[config.mk]
export PLATFORM = sky130hd
export DESIGN_NAME = uart_rx_param
export DESIGN_NICKNAME = d
export VERILOG_FILES = /design/src/rtl/uart_rx_param.sv
export SDC_FILE = /design/constraint.sdc
export NUM_CORES = 1
export LEC_CHECK = 0
export CAP_MARGIN = 5
export CORE_UTILIZATION = 50
export DETAILED_ROUTE_END_ITERATION = 7
export PLACE_DENSITY = 0.72
export SLEW_MARGIN = 20
export SYNTH_ARGS = -nofsm -noshare
export SYNTH_HDL_FRONTEND = slang
export SYNTH_SLANG_ARGS = --single-unit
[constraint.sdc]
create_clock -name PCLK -period 3.4 [get_ports PCLK]
set_input_delay 0.34 -clock PCLK [delete_from_list [all_inputs] [get_ports PCLK]]
set_output_delay 0.34 -clock PCLK [all_outputs]
set_load 0.01 [all_outputs]
[src/rtl/uart_rx_param.sv]
// uart_rx_param: 16x-oversampling UART receiver with programmable baud divisor,
// optional parity, 1 or 2 stop bits, sticky error flags and a first-word-fall-
// through receive FIFO.
module uart_rx_param #(
    parameter int DATA_WIDTH = 8,
    parameter int FIFO_DEPTH = 16,
    parameter int PARITY_EN  = 0,
    parameter int PARITY_ODD = 0,
    parameter int STOP_BITS  = 1
) (
    input  logic                          PCLK,
    input  logic                          PRESETN,
    input  logic [12:0]                   BAUD_VAL,
    input  logic                          RX,
    input  logic                          RD_EN,
    input  logic                          CLR_ERR,
    output logic [DATA_WIDTH-1:0]         RDATA,
    output logic                          RXRDY,
    output logic [$clog2(FIFO_DEPTH):0]   FIFO_COUNT,
    output logic                          PARITY_ERR,
    output logic                          FRAMING_ERR,
    output logic                          OVERFLOW
);

    localparam int AW = $clog2(FIFO_DEPTH);

    localparam logic [2:0] S_IDLE   = 3'd0;
    localparam logic [2:0] S_START  = 3'd1;
    localparam logic [2:0] S_DATA   = 3'd2;
    localparam logic [2:0] S_PARITY = 3'd3;
    localparam logic [2:0] S_STOP   = 3'd4;

    localparam logic [3:0]  LP_LAST_DATA = 4'(DATA_WIDTH - 1);
    localparam logic [3:0]  LP_LAST_STOP = 4'(STOP_BITS - 1);
    localparam logic [AW:0] LP_DEPTH     = (AW + 1)'(FIFO_DEPTH);

    // Synchroniser and edge detector
    logic [1:0]  r_sync;
    logic        r_rx_prev;
    logic        w_rx;

    // Baud generator
    logic [12:0] r_baud_cnt;
    logic [12:0] r_baud_lim;
    logic        w_tick;

    // Receive state machine
    logic [2:0]            r_state;
    logic [3:0]            r_os_cnt;
    logic [3:0]            r_bit_cnt;
    logic [DATA_WIDTH-1:0] r_shift;
    logic                  r_par_bad;
    logic                  r_stop_bad;
    logic                  r_brk;
    logic                  r_push;
    logic                  r_push_par;
    logic                  r_fe_set;
    logic                  w_par_exp;
    logic                  w_stop_bad_now;

    // FIFO
    logic [DATA_WIDTH-1:0] r_mem [FIFO_DEPTH];
    logic [AW-1:0]         r_wptr;
    logic [AW-1:0]         r_rptr;
    logic [AW:0]           r_count;
    logic                  w_full;
    logic                  w_empty;
    logic                  w_rd;
    logic                  w_wr;
    logic                  w_ovf;

    // Error flags
    logic r_perr;
    logic r_ferr;
    logic r_ovf;

    assign w_rx           = r_sync[1];
    assign w_tick         = (r_baud_cnt == r_baud_lim);
    assign w_par_exp      = (^r_shift) ^ (PARITY_ODD != 0);
    assign w_stop_bad_now = r_stop_bad | ~w_rx;

    // Bring RX into the PCLK domain and keep its previous value for edge detection
    always_ff @(posedge PCLK or negedge PRESETN) begin
        if (!PRESETN) begin
            r_sync    <= 2'b11;
            r_rx_prev <= 1'b1;
        end else begin
            r_sync    <= {r_sync[0], RX};
            r_rx_prev <= r_sync[1];
        end
    end

    // Free-running oversample tick; a new divisor is only picked up on reload
    always_ff @(posedge PCLK or negedge PRESETN) begin
        if (!PRESETN) begin
            r_baud_cnt <= '0;
            r_baud_lim <= '0;
        end else if (w_tick) begin
            r_baud_cnt <= '0;
            r_baud_lim <= BAUD_VAL;
        end else begin
            r_baud_cnt <= r_baud_cnt + 13'd1;
        end
    end

    // Frame reception: start validation, LSB-first data, optional parity, stop bits
    always_ff @(posedge PCLK or negedge PRESETN) begin
        if (!PRESETN) begin
            r_state    <= S_IDLE;
            r_os_cnt   <= '0;
            r_bit_cnt  <= '0;
            r_shift    <= '0;
            r_par_bad  <= 1'b0;
            r_stop_bad <= 1'b0;
            r_brk      <= 1'b0;
            r_push     <= 1'b0;
            r_push_par <= 1'b0;
            r_fe_set   <= 1'b0;
        end else begin
            r_push   <= 1'b0;
            r_fe_set <= 1'b0;
            case (r_state)
                S_IDLE: begin
                    // After a framing error the line must go high again (end of
                    // break) before a new start edge is accepted.
                    if (r_brk) begin
                        if (w_rx) r_brk <= 1'b0;
                    end else if (r_rx_prev && !w_rx) begin
                        r_state    <= S_START;
                        r_os_cnt   <= '0;
                        r_par_bad  <= 1'b0;
                        r_stop_bad <= 1'b0;
                    end
                end
                S_START: begin
                    if (w_tick) begin
                        if (r_os_cnt == 4'd7) begin
                            r_os_cnt <= '0;
                            if (!w_rx) begin
                                r_state   <= S_DATA;
                                r_bit_cnt <= '0;
                            end else begin
                                r_state <= S_IDLE;
                            end
                        end else begin
                            r_os_cnt <= r_os_cnt + 4'd1;
                        end
                    end
                end
                S_DATA: begin
                    if (w_tick) begin
                        if (r_os_cnt == 4'd15) begin
                            r_os_cnt <= '0;
                            r_shift  <= {w_rx, r_shift[DATA_WIDTH-1:1]};
                            if (r_bit_cnt == LP_LAST_DATA) begin
                                r_bit_cnt <= '0;
                                r_state   <= (PARITY_EN != 0) ? S_PARITY : S_STOP;
                            end else begin
                                r_bit_cnt <= r_bit_cnt + 4'd1;
                            end
                        end else begin
                            r_os_cnt <= r_os_cnt + 4'd1;
                        end
                    end
                end
                S_PARITY: begin
                    if (w_tick) begin
                        if (r_os_cnt == 4'd15) begin
                            r_os_cnt  <= '0;
                            r_par_bad <= (w_rx != w_par_exp);
                            r_bit_cnt <= '0;
                            r_state   <= S_STOP;
                        end else begin
                            r_os_cnt <= r_os_cnt + 4'd1;
                        end
                    end
                end
                S_STOP: begin
                    if (w_tick) begin
                        if (r_os_cnt == 4'd15) begin
                            r_os_cnt <= '0;
                            if (r_bit_cnt == LP_LAST_STOP) begin
                                r_state <= S_IDLE;
                                if (w_stop_bad_now) begin
                                    r_fe_set <= 1'b1;
                                    r_brk    <= 1'b1;
                                end else begin
                                    r_push     <= 1'b1;
                                    r_push_par <= r_par_bad;
                                end
                            end else begin
                                r_bit_cnt  <= r_bit_cnt + 4'd1;
                                r_stop_bad <= w_stop_bad_now;
                            end
                        end else begin
                            r_os_cnt <= r_os_cnt + 4'd1;
                        end
                    end
                end
                default: r_state <= S_IDLE;
            endcase
        end
    end

    // A pop frees a slot for a simultaneous push even when full; pops while
    // empty are ignored.
    assign w_full  = (r_count == LP_DEPTH);
    assign w_empty = (r_count == '0);
    assign w_rd    = RD_EN & ~w_empty;
    assign w_wr    = r_push & (~w_full | w_rd);
    assign w_ovf   = r_push & w_full & ~w_rd;

    // FIFO storage; the shift register is stable during the push cycle
    always_ff @(posedge PCLK) begin
        if (w_wr) r_mem[r_wptr] <= r_shift;
    end

    // FIFO pointers and occupancy
    always_ff @(posedge PCLK or negedge PRESETN) begin
        if (!PRESETN) begin
            r_wptr  <= '0;
            r_rptr  <= '0;
            r_count <= '0;
        end else begin
            if (w_wr) r_wptr <= r_wptr + 1'b1;
            if (w_rd) r_rptr <= r_rptr + 1'b1;
            if (w_wr && !w_rd)      r_count <= r_count + 1'b1;
            else if (!w_wr && w_rd) r_count <= r_count - 1'b1;
        end
    end

    // Sticky error flags; a new event wins over a simultaneous clear
    always_ff @(posedge PCLK or negedge PRESETN) begin
        if (!PRESETN) begin
            r_perr <= 1'b0;
            r_ferr <= 1'b0;
            r_ovf  <= 1'b0;
        end else begin
            r_perr <= (r_push & r_push_par) | (r_perr & ~CLR_ERR);
            r_ferr <= r_fe_set | (r_ferr & ~CLR_ERR);
            r_ovf  <= w_ovf | (r_ovf & ~CLR_ERR);
        end
    end

    assign RDATA       = w_empty ? '0 : r_mem[r_rptr];
    assign RXRDY       = ~w_empty;
    assign FIFO_COUNT  = r_count;
    assign PARITY_ERR  = r_perr;
    assign FRAMING_ERR = r_ferr;
    assign OVERFLOW    = r_ovf;

endmodule

==> results.py, run 1 <==
metrics = {
    "setup_path": {
        "critPathCaptureType": "primary output",
        "worstPathCellList": "buf_12 -> mux4_2 -> mux4_2 -> and2_1 -> clkdlybuf4s50_1",
        "start_kind": "flip-flop",
        "path_common_cell": "mux4_2",
        "slowest_delay_ps": 580,
        "critical-path-slowest-cell": "mux4_2",
        "required_ps": 3060,
        "worst-setup-path-type": "flip-flop to primary output",
        "cp.arrival_ps": 2930,
        "critPathMaxFanout": 29,
    },
    "global_routing": {
        "globalRouteOverflowTotal": 0,
        "antenna_found_initial": 0,
        "grt_pass1_wl_um": 25200,
        "grtUsageTotal_pct": 18.9,
        "grt_max_degree": 36,
        "grt_pass1_vias": 4797,
    },
    "hold_path": {
        "min_path_type": "input pin to flip-flop",
    },
    "timing": {
        "fin_crit_ps": 3270,
        "fin_hold_ws_ps": 335,
        "finalHoldViolations": 0,
        "report.final.slew_viol_count": 0,
        "finalCritPeriodShare_pct": 96.1,
        "max_freq_ghz": 0.306,
        "fin_tns_setup_ps": 0,
        "rsz0062_at_grt": "no",
        "setup_slack_ps": 132,
        "worst_pin_slew_ps": 769,
        "finalSetupViolCount": 0,
        "slew_headroom_pct": 48.6,
        "fin_skew_ps": 10.7,
    },
    "detailed_routing": {
        "drtIter0Drc": 313,
        "drcViolationCount": 0,
        "vias_per_cell": 5.58,
        "wirelength_um": 15400,
        "vias": 4628,
        "wl_per_cell_um": 18.6,
        "first_pass_iters": 4,
        "antenna_left": 0,
    },
    "finish": {
        "final_design_area_no_fill_um2": 9700,
        "fin_nets": 632,
        "layout_common_cells": "edfxtp_1, dfrtp_1, nand2_1, mux4_2, clkdlybuf4s50_1",
        "diodes": 0,
        "layout-drive-gt1-share_pct": 16.2,
        "final_common_cell": "edfxtp_1",
        "nFillCells": 1237,
        "area_growth_pct": 14.2,
    },
    "clock_tree": {
        "cts_tree": "done",
        "htreeDepth": 4,
        "clkSlewWorstSetupHoldPaths_ps": 70,
        "root_buffer": "clkbuf_16",
        "cts.sinks": 198,
        "post_cts_resized": 0,
        "clock_latency_ps": 430,
        "cts_buffers": 17,
        "cts_buffer_depth": 2,
    },
    "floorplanning": {
        "dieArea_um2": 17500,
        "rows": 47,
        "die_h_um": 132,
        "start_util_pct": 51.2,
        "die_width_um": 132,
        "core_um2": 16600,
        "ios": 35,
    },
    "synthesis": {
        "synth_edf_count": 128,
        "synth-seq-cells": 198,
        "syn-instance-count": 555,
        "ys_seq_area_share_pct": 65.9,
        "syn_area_um2": 8490,
        "yosys_warnings": 0,
        "synth-async-reset-ratio_pct": 35.4,
        "syn_nets": 588,
        "synthDistinctLibCells": 54,
        "syn-mean-instance-area_um2": 15.3,
        "yosys_most_used_dff": "edfxtp_1",
    },
    "status": {
        "status": "finished, final reports clean",
    },
    "placed_design": {
        "placed_area_um2": 9130,
        "dp_hpwl_um": 10500,
        "place.gp.congestion": 0.894,
        "pre_cts_slack_ps": 403,
        "portBuffers": 34,
    },
    "job": {
        "cap_violations": 0,
    },
    "power_and_ir_drop": {
        "power_density_nw_per_um2": 471,
        "cellLeakagePower_nw": 3.83,
        "vdd_ir_drop_max_v": 0.000418,
    },
}
-- repair_timing --
action	in CTS	in global routing
buffers inserted	0	0
hold endpoints to repair	15	0
hold buffers	1	0
-- through the flow --
stage	power, mW	util (%)	cells
after floorplan	2.65	-	555
after global placement	2.70	55.0	799
after detailed placement	2.70	55.0	799
after CTS	4.60	58.5	830
after global routing	4.69	58.5	830
final	4.56	58.5	830
-- power breakdown --
part	switching (mW)	internal [mW]	total (mW)	leakage (nW)
sequential	0.0148	2.55	2.57	2.36
clock	0.840	1.07	1.91	0.258
combinational	0.0473	0.0406	0.0878	1.21
total	0.902	3.66	4.56	3.83
-- per-layer routing --
metal / wire length (um) / GRT usage, % / vias to the layer above
li1: - / - / 2140
met5: 0 / 0 / -
met4: 143 / 5.30 / 0
met3: 571 / 4.19 / 11
met2: 8160 / 33.2 / 105
met1: 6570 / 23.5 / 2372
-- critical path: cells and delay by family (launching register included) --
kind | cells | cell delay (ps)
flip-flops | 1 | 490
AND/OR/NAND/NOR | 1 | 170
buffers and inverters | 2 | 750
multiplexers | 2 | 1060
-- cell usage after synthesis (all sizes together), types with 3 or more instances --
cell | count | share of area [%]
nor2 | 32 | 1.4
a21oi | 8 | 0.47
nand2 | 61 | 2.7
and3 | 10 | 0.74
dfrtp | 67 | 20
nand2b | 7 | 0.52
nand4 | 5 | 0.37
mux4 | 40 | 11
xor2 | 21 | 2.2
buf | 8 | 0.44
nor3 | 8 | 0.47
nand3b | 3 | 0.27
o2bb2ai | 3 | 0.31
nand3 | 6 | 0.35
ha | 14 | 2.1
or3 | 4 | 0.29
nor4 | 6 | 0.59
dfstp | 3 | 0.93
xnor2 | 22 | 2.3
o21ai | 12 | 0.71
edfxtp | 128 | 45
nor2b | 3 | 0.22
and2 | 11 | 0.81
mux2 | 10 | 1.7
clkbuf | 17 | 0.75
inv | 14 | 0.62
-- flip-flops by register name, summed over array words and instances (netlist names), 5 cells and up --
signal      flops
r_mem         128
r_shift         8
r_baud_cnt     13
FIFO_COUNT      5
r_baud_lim     13
-- cells by family after synthesis --
family / Yosys count / share of synthesized area (%)
flops: 198 / 65.9
fa+ha+maj: 15 / 2.30
xor+xnor: 43 / 4.44
mux: 52 / 12.5
simple gates: 168 / 9.86
compound gates: 40 / 3.12
buf+inv: 39 / 1.81
-- worst paths after layout --
kind | from | end | slack (ps) | cells after the start
min in group asynchronous | PRESETN | r_wptr[0] | 360 | 2
worst max-delay path | r_rptr[0] | RDATA[4] | 130 | 5
worst min register to register | r_sync[0] | r_sync[1] | 360 | 0
worst max register to register | FIFO_COUNT[1] | FIFO_COUNT[4] | 380 | 11
worst min-delay path | RX | r_sync[0] | 330 | 1
max in group asynchronous | PRESETN | r_sync[1] | 2260 | 3
-- area by class of cell --
class / instances / area (um^2) / area share, %
Clock buffer: 17 / 425 / 4.39
Clock inverter: 13 / 134 / 1.38
Inverter: 14 / 52.6 / 0.542
Multi-Input combinational cell: 318 / 2740 / 28.2
Sequential cell: 198 / 5600 / 57.8
Tap cell: 220 / 275 / 2.84
Timing Repair Buffer: 50 / 470 / 4.85
Note: power is estimated with default switching activity, not from simulation.
==> inputs of run 2 (changes only) <==
- REMOVE_ABC_BUFFERS: unset -> 1
==> run 2 against run 1 <==
Non-clock buffer count unchanged. Clock skew is essentially flat. Fmax rose by 1.5%. Via count up 0.54%. Setup slack improved by 48 ps. Highest routed layer unchanged.
==> results.py, run 2 (same netlist as run 1, synthesis figures left out) <==
metrics = {
    "setup_path": {
        "critPathCaptureType": "primary output",
        "worst-setup-path-type": "flip-flop to primary output",
        "cp.arrival_ps": 2880,
        "required_ps": 3060,
        "start_kind": "flip-flop",
        "critPathMaxFanout": 13,
    },
    "status": {
        "status": "finished, final reports clean",
    },
    "power_and_ir_drop": {
        "power_density_nw_per_um2": 474,
        "clkPwrFrac_pct": 42.4,
        "combinationalPowerShare_pct": 1.9,
        "vdd_ir_drop_max_v": 0.000414,
        "p_int_mw": 3.62,
        "p_switching_mw": 0.980,
        "cellLeakagePower_nw": 3.85,
        "p_seq_share_pct": 55.8,
        "switching_share_pct": 21.3,
    },
    "finish": {
        "area_growth_pct": 14.4,
        "fin_nets": 632,
        "fin_util_pct": 58.6,
        "largest_reg_flops": 128,
        "layout_common_cells": "edfxtp_1, dfrtp_1, nand2_1, mux4_2, clkdlybuf4s50_1",
        "largest-register": "r_mem",
        "final_design_area_no_fill_um2": 9710,
        "diodes": 0,
        "top_regs": "r_mem x128, r_baud_cnt x13, r_baud_lim x13",
        "final_common_cell": "edfxtp_1",
        "final_cells": 830,
        "layout-drive-gt1-share_pct": 16.6,
    },
    "timing": {
        "setup_slack_ps": 180,
        "report.final.slew_viol_count": 0,
        "max_freq_ghz": 0.311,
        "fin_skew_ps": 10.6,
        "fin_tns_setup_ps": 0,
        "finalSetupViolCount": 0,
        "finalCritPeriodShare_pct": 94.7,
        "finalHoldViolations": 0,
        "worst_pin_slew_ps": 817,
        "rsz0062_at_grt": "no",
        "slew_headroom_pct": 45.3,
        "fin_crit_ps": 3220,
    },
    "detailed_routing": {
        "wirelength_um": 15900,
        "vias": 4653,
        "vias_per_cell": 5.61,
        "drcViolationCount": 0,
        "first_pass_iters": 4,
        "antenna_left": 0,
        "wl_per_cell_um": 19.1,
        "drtIter0Drc": 374,
    },
    "placed_design": {
        "dp_cells": 799,
        "pre_cts_slack_ps": 393,
        "placed_area_um2": 9140,
        "place.gp.congestion": 0.844,
        "portBuffers": 34,
        "dp_hpwl_um": 10400,
    },
    "global_routing": {
        "grt_pass1_vias": 4916,
        "grt_pass1_wl_um": 26200,
        "antenna_found_initial": 0,
        "grtUsageTotal_pct": 19.8,
        "globalRouteOverflowTotal": 0,
        "grt_max_degree": 36,
    },
    "hold_path": {
        "min_path_type": "input pin to flip-flop",
    },
    "floorplanning": {
        "ios": 35,
        "dieArea_um2": 17500,
        "die_width_um": 132,
        "start_util_pct": 51.2,
        "core_um2": 16600,
        "die_h_um": 132,
        "rows": 47,
    },
    "job": {
        "cap_violations": 0,
    },
    "clock_tree": {
        "post_cts_resized": 0,
        "cts_tree": "done",
        "holdBufCountCts": 1,
        "cts.sinks": 198,
        "clock_latency_ps": 430,
        "root_buffer": "clkbuf_16",
        "cts_buffers": 17,
        "clkSlewWorstSetupHoldPaths_ps": 70,
        "htreeDepth": 4,
        "postCtsSetupBuffers": 0,
        "cts_buffer_depth": 2,
    },
}
## run 2: cell count changes in the layout (fill, tap and decap cells not counted), moves of 2 or more
cell | before | now
clkinvlp_4 | 4 | 1
inv_6 | 1 | 4
inv_8 | 0 | 3
clkinv_1 | 2 | 0
## run 2: stage by stage
step / hold WS, ps / power [mW]
3_3_place_gp: 349 / 2.70
6_report: 319 / 4.60
5_1_grt: 316 / 4.75
4_1_cts: 311 / 4.63
3_5_place_dp: 354 / 2.70
2_1_floorplan: 44.4 / 2.65
## run 2: power groups by stage
stage | Sequential (mW) | Combinational [mW] | Clock (mW)
2_1_floorplan | 2.61 | 0.0400 | 0
3_3_place_gp | 2.61 | 0.0834 | 0
3_5_place_dp | 2.62 | 0.0874 | 0
4_1_cts | 2.56 | 0.0888 | 1.98
5_1_grt | 2.57 | 0.0977 | 2.09
6_report | 2.56 | 0.0865 | 1.95
## run 2: per-layer routing
metal	part of all wire [%]	track usage, %	up-vias
met5	0	0	-
met4	1.5	7.02	0
met3	3.7	3.61	20
met2	53	35.0	97
met1	42	24.6	2396
li1	-	-	2140
## run 2: critical path: stages (launching register included)
cell	delay [ps]
dfrtp_2	570
buf_12	220
mux4_2	540
mux4_2	480
and2_1	170
clkdlybuf4s50_1	470
## run 2: final cells by class
| cell class | count | area [um^2] |
|---|---|---|
| clock inverter | 13 | 138 |
| timing repair buffer | 50 | 483 |
| fill | 1244 | 6870 |
| tap | 220 | 275 |
| inverter | 14 | 52.6 |
| clock buffer | 17 | 425 |
| sequential | 198 | 5600 |
| multi-input combinational | 318 | 2740 |
## run 2: path summary, 6_finish.rpt
path / slack, ps / cells after the start / to / from
hold reg to reg: 360 / 0 / r_sync[1] / r_sync[0]
hold / removal: 320 / 1 / r_sync[0] / RX
setup reg to reg: 450 / 11 / FIFO_COUNT[4] / FIFO_COUNT[0]
setup / recovery: 180 / 5 / RDATA[3] / r_rptr[0]
min in group asynchronous: 510 / 2 / r_rptr[3] / PRESETN
max in group asynchronous: 2050 / 3 / r_sync[1] / PRESETN
